**config.mk**
```make
export PLATFORM = sky130hd
export DESIGN_NAME = lane_arbiter
export DESIGN_NICKNAME = d
export VERILOG_FILES = /design/src/rtl/lane_arbiter.sv
export SDC_FILE = /design/constraint.sdc
export NUM_CORES = 1
export LEC_CHECK = 0
export ABC_AREA = 1
export ABC_CLOCK_PERIOD_IN_PS = 2700
export BUFFER_PORTS_ARGS = -buffer_cell sky130_fd_sc_hd__buf_2
export CAP_MARGIN = 20
export CORE_MARGIN = 2
export CORE_UTILIZATION = 45
export CTS_BUF_LIST = sky130_fd_sc_hd__clkbuf_4
export CTS_CLUSTER_SIZE = 28
export DETAILED_ROUTE_END_ITERATION = 16
export PLACE_DENSITY = 0.77
export SETUP_SLACK_MARGIN = 0.5
export SYNTH_ARGS = -nofsm -noshare
export SYNTH_HDL_FRONTEND = slang
export SYNTH_SLANG_ARGS = --single-unit
```
**constraint.sdc**
```tcl
create_clock -name clk_4f -period 2.7 [get_ports clk_4f]
set_clock_uncertainty 0.2 [all_clocks]
set_input_delay 0.135 -clock clk_4f [delete_from_list [all_inputs] [get_ports clk_4f]]
set_output_delay 0.135 -clock clk_4f [all_outputs]
set_load 0.005 [all_outputs]
```
**src/rtl/lane_arbiter.sv**
```systemverilog
`default_nettype none
// ============================================================================
//  Module      : lane_arbiter
//  Description : Round-robin arbiter and link sequencer. Shares one byte-wide
//                serializer input among four FWFT byte FIFOs. After enable it
//                runs the link bring-up sequence IDLE -> SYNC -> ACTIVE. Every
//                cycle that carries no data is filled with IDLE_SYMBOL.
//  Revision    : 1.0 - initial release
// ============================================================================
module lane_arbiter #(
  parameter int                   DATA_WIDTH  = 8,
  parameter int                   SYNC_CYCLES = 4,
  parameter logic [DATA_WIDTH-1:0] IDLE_SYMBOL = 8'hBC
) (
  input  logic                    clk_4f,
  input  logic                    reset,
  input  logic                    enable,
  input  logic                    pause,
  input  logic [3:0]              fifo_empty,
  input  logic [4*DATA_WIDTH-1:0] fifo_data,
  output logic [3:0]              pop,
  output logic [DATA_WIDTH-1:0]   data_out,
  output logic                    valid_out,
  output logic [1:0]              grant_id,
  output logic                    link_up
);

  // Link bring-up states; ACTIVE is the only state in which bytes are granted.
  typedef enum logic [1:0] {
    ST_IDLE   = 2'd0,
    ST_SYNC   = 2'd1,
    ST_ACTIVE = 2'd2
  } state_t;

  localparam logic [7:0] SYNC_LAST = 8'(SYNC_CYCLES - 1);

  state_t                  state;
  logic [1:0]              rr_ptr;
  logic [7:0]              sync_cnt;

  logic [DATA_WIDTH-1:0]   lane_data [4];
  logic                    any_ready;
  logic [1:0]              winner;
  logic                    grant;

  // Split the packed head-word bus into one byte per requester.
  genvar gi;
  generate
    for (gi = 0; gi < 4; gi++) begin : g_lane
      assign lane_data[gi] = fifo_data[gi*DATA_WIDTH +: DATA_WIDTH];
    end
  endgenerate

  // Find the first non-empty requester starting at rr_ptr; walking the offsets
  // from the far end back lets the nearest candidate overwrite the others.
  always_comb begin
    any_ready = 1'b0;
    winner    = rr_ptr;
    for (int k = 3; k >= 0; k--) begin
      if (!fifo_empty[rr_ptr + 2'(k)]) begin
        any_ready = 1'b1;
        winner    = rr_ptr + 2'(k);
      end
    end
  end

  // A grant needs the link up, enable still high and no downstream back-pressure.
  assign grant = (state == ST_ACTIVE) && enable && !pause && any_ready;

  // One-hot read strobe to the winning FIFO; never to an empty one.
  always_comb begin
    pop = 4'b0000;
    if (grant) begin
      pop[winner] = 1'b1;
    end
  end

  // Sequencer, round-robin pointer and registered serializer outputs.
  always_ff @(posedge clk_4f or negedge reset) begin
    if (!reset) begin
      state     <= ST_IDLE;
      rr_ptr    <= 2'd0;
      sync_cnt  <= 8'd0;
      data_out  <= IDLE_SYMBOL;
      valid_out <= 1'b0;
      grant_id  <= 2'd0;
      link_up   <= 1'b0;
    end else if (!enable) begin
      // Dropping enable tears the link down but keeps the fairness pointer.
      state     <= ST_IDLE;
      sync_cnt  <= 8'd0;
      data_out  <= IDLE_SYMBOL;
      valid_out <= 1'b0;
      grant_id  <= 2'd0;
      link_up   <= 1'b0;
    end else begin
      case (state)
        ST_IDLE: begin
          state     <= ST_SYNC;
          sync_cnt  <= 8'd0;
          data_out  <= IDLE_SYMBOL;
          valid_out <= 1'b0;
          grant_id  <= 2'd0;
          link_up   <= 1'b0;
        end
        ST_SYNC: begin
          data_out  <= IDLE_SYMBOL;
          valid_out <= 1'b0;
          grant_id  <= 2'd0;
          if (sync_cnt == SYNC_LAST) begin
            state   <= ST_ACTIVE;
            link_up <= 1'b1;
          end else begin
            sync_cnt <= sync_cnt + 8'd1;
            link_up  <= 1'b0;
          end
        end
        ST_ACTIVE: begin
          link_up <= 1'b1;
          if (grant) begin
            data_out  <= lane_data[winner];
            valid_out <= 1'b1;
            grant_id  <= winner;
            rr_ptr    <= winner + 2'd1;
          end else begin
            data_out  <= IDLE_SYMBOL;
            valid_out <= 1'b0;
            grant_id  <= 2'd0;
          end
        end
        default: begin
          state     <= ST_IDLE;
          data_out  <= IDLE_SYMBOL;
          valid_out <= 1'b0;
          grant_id  <= 2'd0;
          link_up   <= 1'b0;
        end
      endcase
    end
  end

  // Structural guarantees of the read strobe.
  a_pop_onehot: assert property (@(posedge clk_4f) disable iff (!reset)
    $onehot0(pop));
  a_pop_not_empty: assert property (@(posedge clk_4f) disable iff (!reset)
    (pop & fifo_empty) == 4'b0000);

endmodule
`default_nettype wire
```
==> impl_metrics.tcl <==
set metrics [dict create \
    status "completed" \
    port_buffers 55 \
    synthCells 238 \
    seq_area_frac_synth 0.3494 \
    initial_core_util 0.4708 \
    hold_viol_final 0 \
    vias 2305 \
    rsz0062_at_grt "yes" \
    io_pins 56 \
    worstPathRequired_ns 2.37 \
    grt_pass1_vias 2230 \
    cp-startpoint "rr_ptr[0]" \
    finalPower_mw 3.178 \
    p_leak_nw 1.422 \
    placementRows 22 \
    worstReg2RegEnd "data_out[0]" \
    synth_top_family_by_area "simple AND/OR/NAND/NOR gates" \
    worstPathCellList "inv_8 -> nand2_4 -> and2_1 -> nand2_1 -> nand2_2 -> inv_4 -> nand2_4 -> nand2_4 -> nand2_4 -> ha_4 -> inv_2 -> nor2_2 -> buf_2" \
    cts-root-buf "clkbuf_4" \
    worstSetupEndpoint "pop[2]" \
    avgSynthCellArea_um2 7.297 \
    vdd_drop_max_v 0.0009185 \
    slew_headroom 0.6255 \
    setup_violations 0 \
    worstRegToRegCells 15 \
    utilization 0.7659 \
    synth_compound_area_frac 0.06556 \
    synth-simple-area-share 0.4143 \
    syn2layout_area_growth_pct 62.68 \
    path_class "reg -> out" \
    synth_ff_type "dfrtp_1" \
    coreArea_mm2 0.003689 \
    fmax_mhz 386.5 \
    cp_max_fo 8 \
    fin_nets 399 \
    multi_input_area_mm2 0.001212 \
    max_stage_delay_ns 0.53 \
    reg2reg_slack_ns 0.15 \
    dp_hpwl_um 3162 \
    muxShareOfSynthArea 0 \
    netlist_area_mm2 0.001737 \
    yosys.area_share.xor_xnor 0.02017 \
    clockBufferDepth 2 \
    ys_warn_count 0 \
    end_kind "primary output" \
    chipHeight_um 66.12 \
    worst_path_most_repeated_cell "nand2_4" \
    hp-class "in -> async" \
    critPathArrivalTime_ns 2.25 \
    maxCapViolations 0 \
    final_antenna_net_count 0 \
    grt_usage 0.2965 \
    vias_per_cell 5.806 \
    critPathSlowestCell "dfrtp_2" \
    post-route-period-util 0.9583 \
    p_comb_frac 0.790 \
    first_pass_iters 6 \
    cts_sinks 24 \
    drc 0 \
    synthAdderAreaFrac 0.06484 \
    pwr-share-seq 0.151 \
    power.switching_mw 1.723 \
    holdWs_ns 0.1048 \
    antenna_found_initial 0 \
    r2r-start "rr_ptr[0]" \
    power_density_mw_per_mm2 1125 \
    grt_pass1_wl_um 9956 \
    synth-edff-count 0 \
    fin_crit_ns 2.588 \
    final_layout_size_suffix_gt1_frac 0.4097 \
    switching_share 0.5422 \
    fin_setup_tns_ns 0 \
    grt-ovfl-total 0 \
    power.share.clock 0.059 \
    final_max_slew_viol_count 0 \
    post_drt_wl_per_cell_um 18.76 \
    yosys_register_bits 24 \
    design.die.area_mm2 0.004372 \
    ys_types 27 \
    htree_levels 1 \
    cp-start-kind "register" \
    numCtsBuffers 3 \
    grt_max_degree 25 \
    drtIter0Drc 281 \
    async_flop_share 1.000 \
    antenna_cells 0 \
    worstSkewPairLatency_ns 0.33 \
    internal-power_mw 1.455 \
    fillCellCount 229 \
    gp_congestion 0.9040 \
    path_clk_slew_ns 0.14 \
    routed_wl_um 7448 \
    tightest_slew_ns 0.5618 \
    chipWidth_um 66.12 \
    ff_latch_area_um2 609.3 \
    synth.net_count 287 \
    cts_tree "done" \
]
## repair_timing
item / 4_1_cts / 5_1_grt
endpoints found under the hold margin: 39 / 0
cloned: 0 / 0
buffers inserted: 15 / 6
pin swaps: 22 / 14
resized for setup: 30 / 32
endpoints found under the setup margin: 10 / 19
hold buffers: 35 / 0
## Yosys cell counts, types with 2 or more instances
library cell   n  area [um2]
a21oi_1        5       25.02
o21ai_0        8       40.04
nor2_1        16       60.06
nand2_2       10       62.56
nand3_1       34       170.2
and2_1         2       12.51
o32ai_1        2       17.52
nand2_1       76       285.3
buf_6          3       33.78
nand3_2        5       50.05
nor3_1         4       20.02
dfstp_2        5       131.4
inv_2          2       7.510
ha_1           9       112.6
clkbuf_1       2       7.510
nand4_1        6       37.54
dfrtp_1       19       475.5
inv_1         18       67.56
xor2_1         4       35.03
## cell usage in the layout (no fill, tap or decap), types with 5 or more instances in the layout
cell / count
dlygate4sd3_1: 35
o21ai_0: 8
buf_4: 22
nand2_4: 18
a21oi_1: 5
nand2_2: 8
nand4_1: 6
nand3_2: 5
nand3_1: 31
dfrtp_1: 17
buf_2: 55
inv_2: 5
inv_1: 13
nand2_1: 61
nor2_1: 13
dfstp_2: 5
## kinds of logic after synthesis
group           Yosys count
simple gates            155
buf+inv                  28
flops                    24
compound gates           18
fa+ha+maj                 9
xor+xnor                  4
## per-stage QoR
stage               cell area (um2)  std cells  setup WS, ns
detailed placement             2032        337        0.2658
finish                         2825        397        0.1125
global placement               2032        337        0.3441
global route                   2825        397       0.05085
floorplan                      1737        238        0.7160
CTS                            2620        391        0.3319
## power by group through the flow
stage          clock [mW]  sequential [mW]  combinational, mW
4_1_cts             0.181            0.471               1.85
5_1_grt             0.195            0.484               2.64
6_report            0.189            0.479               2.51
3_5_place_dp            0            0.474               1.35
3_3_place_gp            0            0.473               1.34
2_1_floorplan           0            0.449               1.12
## critical path: cells and delay by family, from the launching register on
family                   cells  cell delay [ns]
AND/OR/NAND/NOR              8             0.77
flip-flops                   1             0.53
buffers and inverters        4             0.44
adder cells (fa/ha/maj)      1             0.17
## state kept, by name, indices dropped and copies added (netlist names)
register	cells
state	2
grant_id	2
sync_cnt	8
data_out	8
rr_ptr	2
link_up	1
valid_out	1
## final cells by class
cell class | count | share of cell area
multi-input combinational | 186 | 0.4291
timing repair buffer | 114 | 0.2910
clock buffer | 4 | 0.01063
sequential | 24 | 0.2157
inverter | 21 | 0.03233
tap | 48 | 0.02126
## worst min-delay path by stage
stage | from | endpoint | slack (ns) | cells past startpoint
finish | reset | link_up | 0.10 | 2
global route | reset | grant_id[0] | 0.18 | 2
CTS | reset | link_up | 0.13 | 2
detailed placement | reset | link_up | -0.04 | 1
global placement | reset | link_up | -0.05 | 1
floorplan | reset | data_out[0] | -0.36 | 0
## routing by layer
layer | global-route usage | up-vias | routed length [um]
met3 | 0.07325 | 60 | 763
met5 | 0 | - | 0
met2 | 0.5113 | 206 | 3570
met1 | 0.3209 | 1043 | 2559
li1 | - | 996 | -
met4 | 0.1888 | 0 | 554
(Power assumes the default switching activity.)
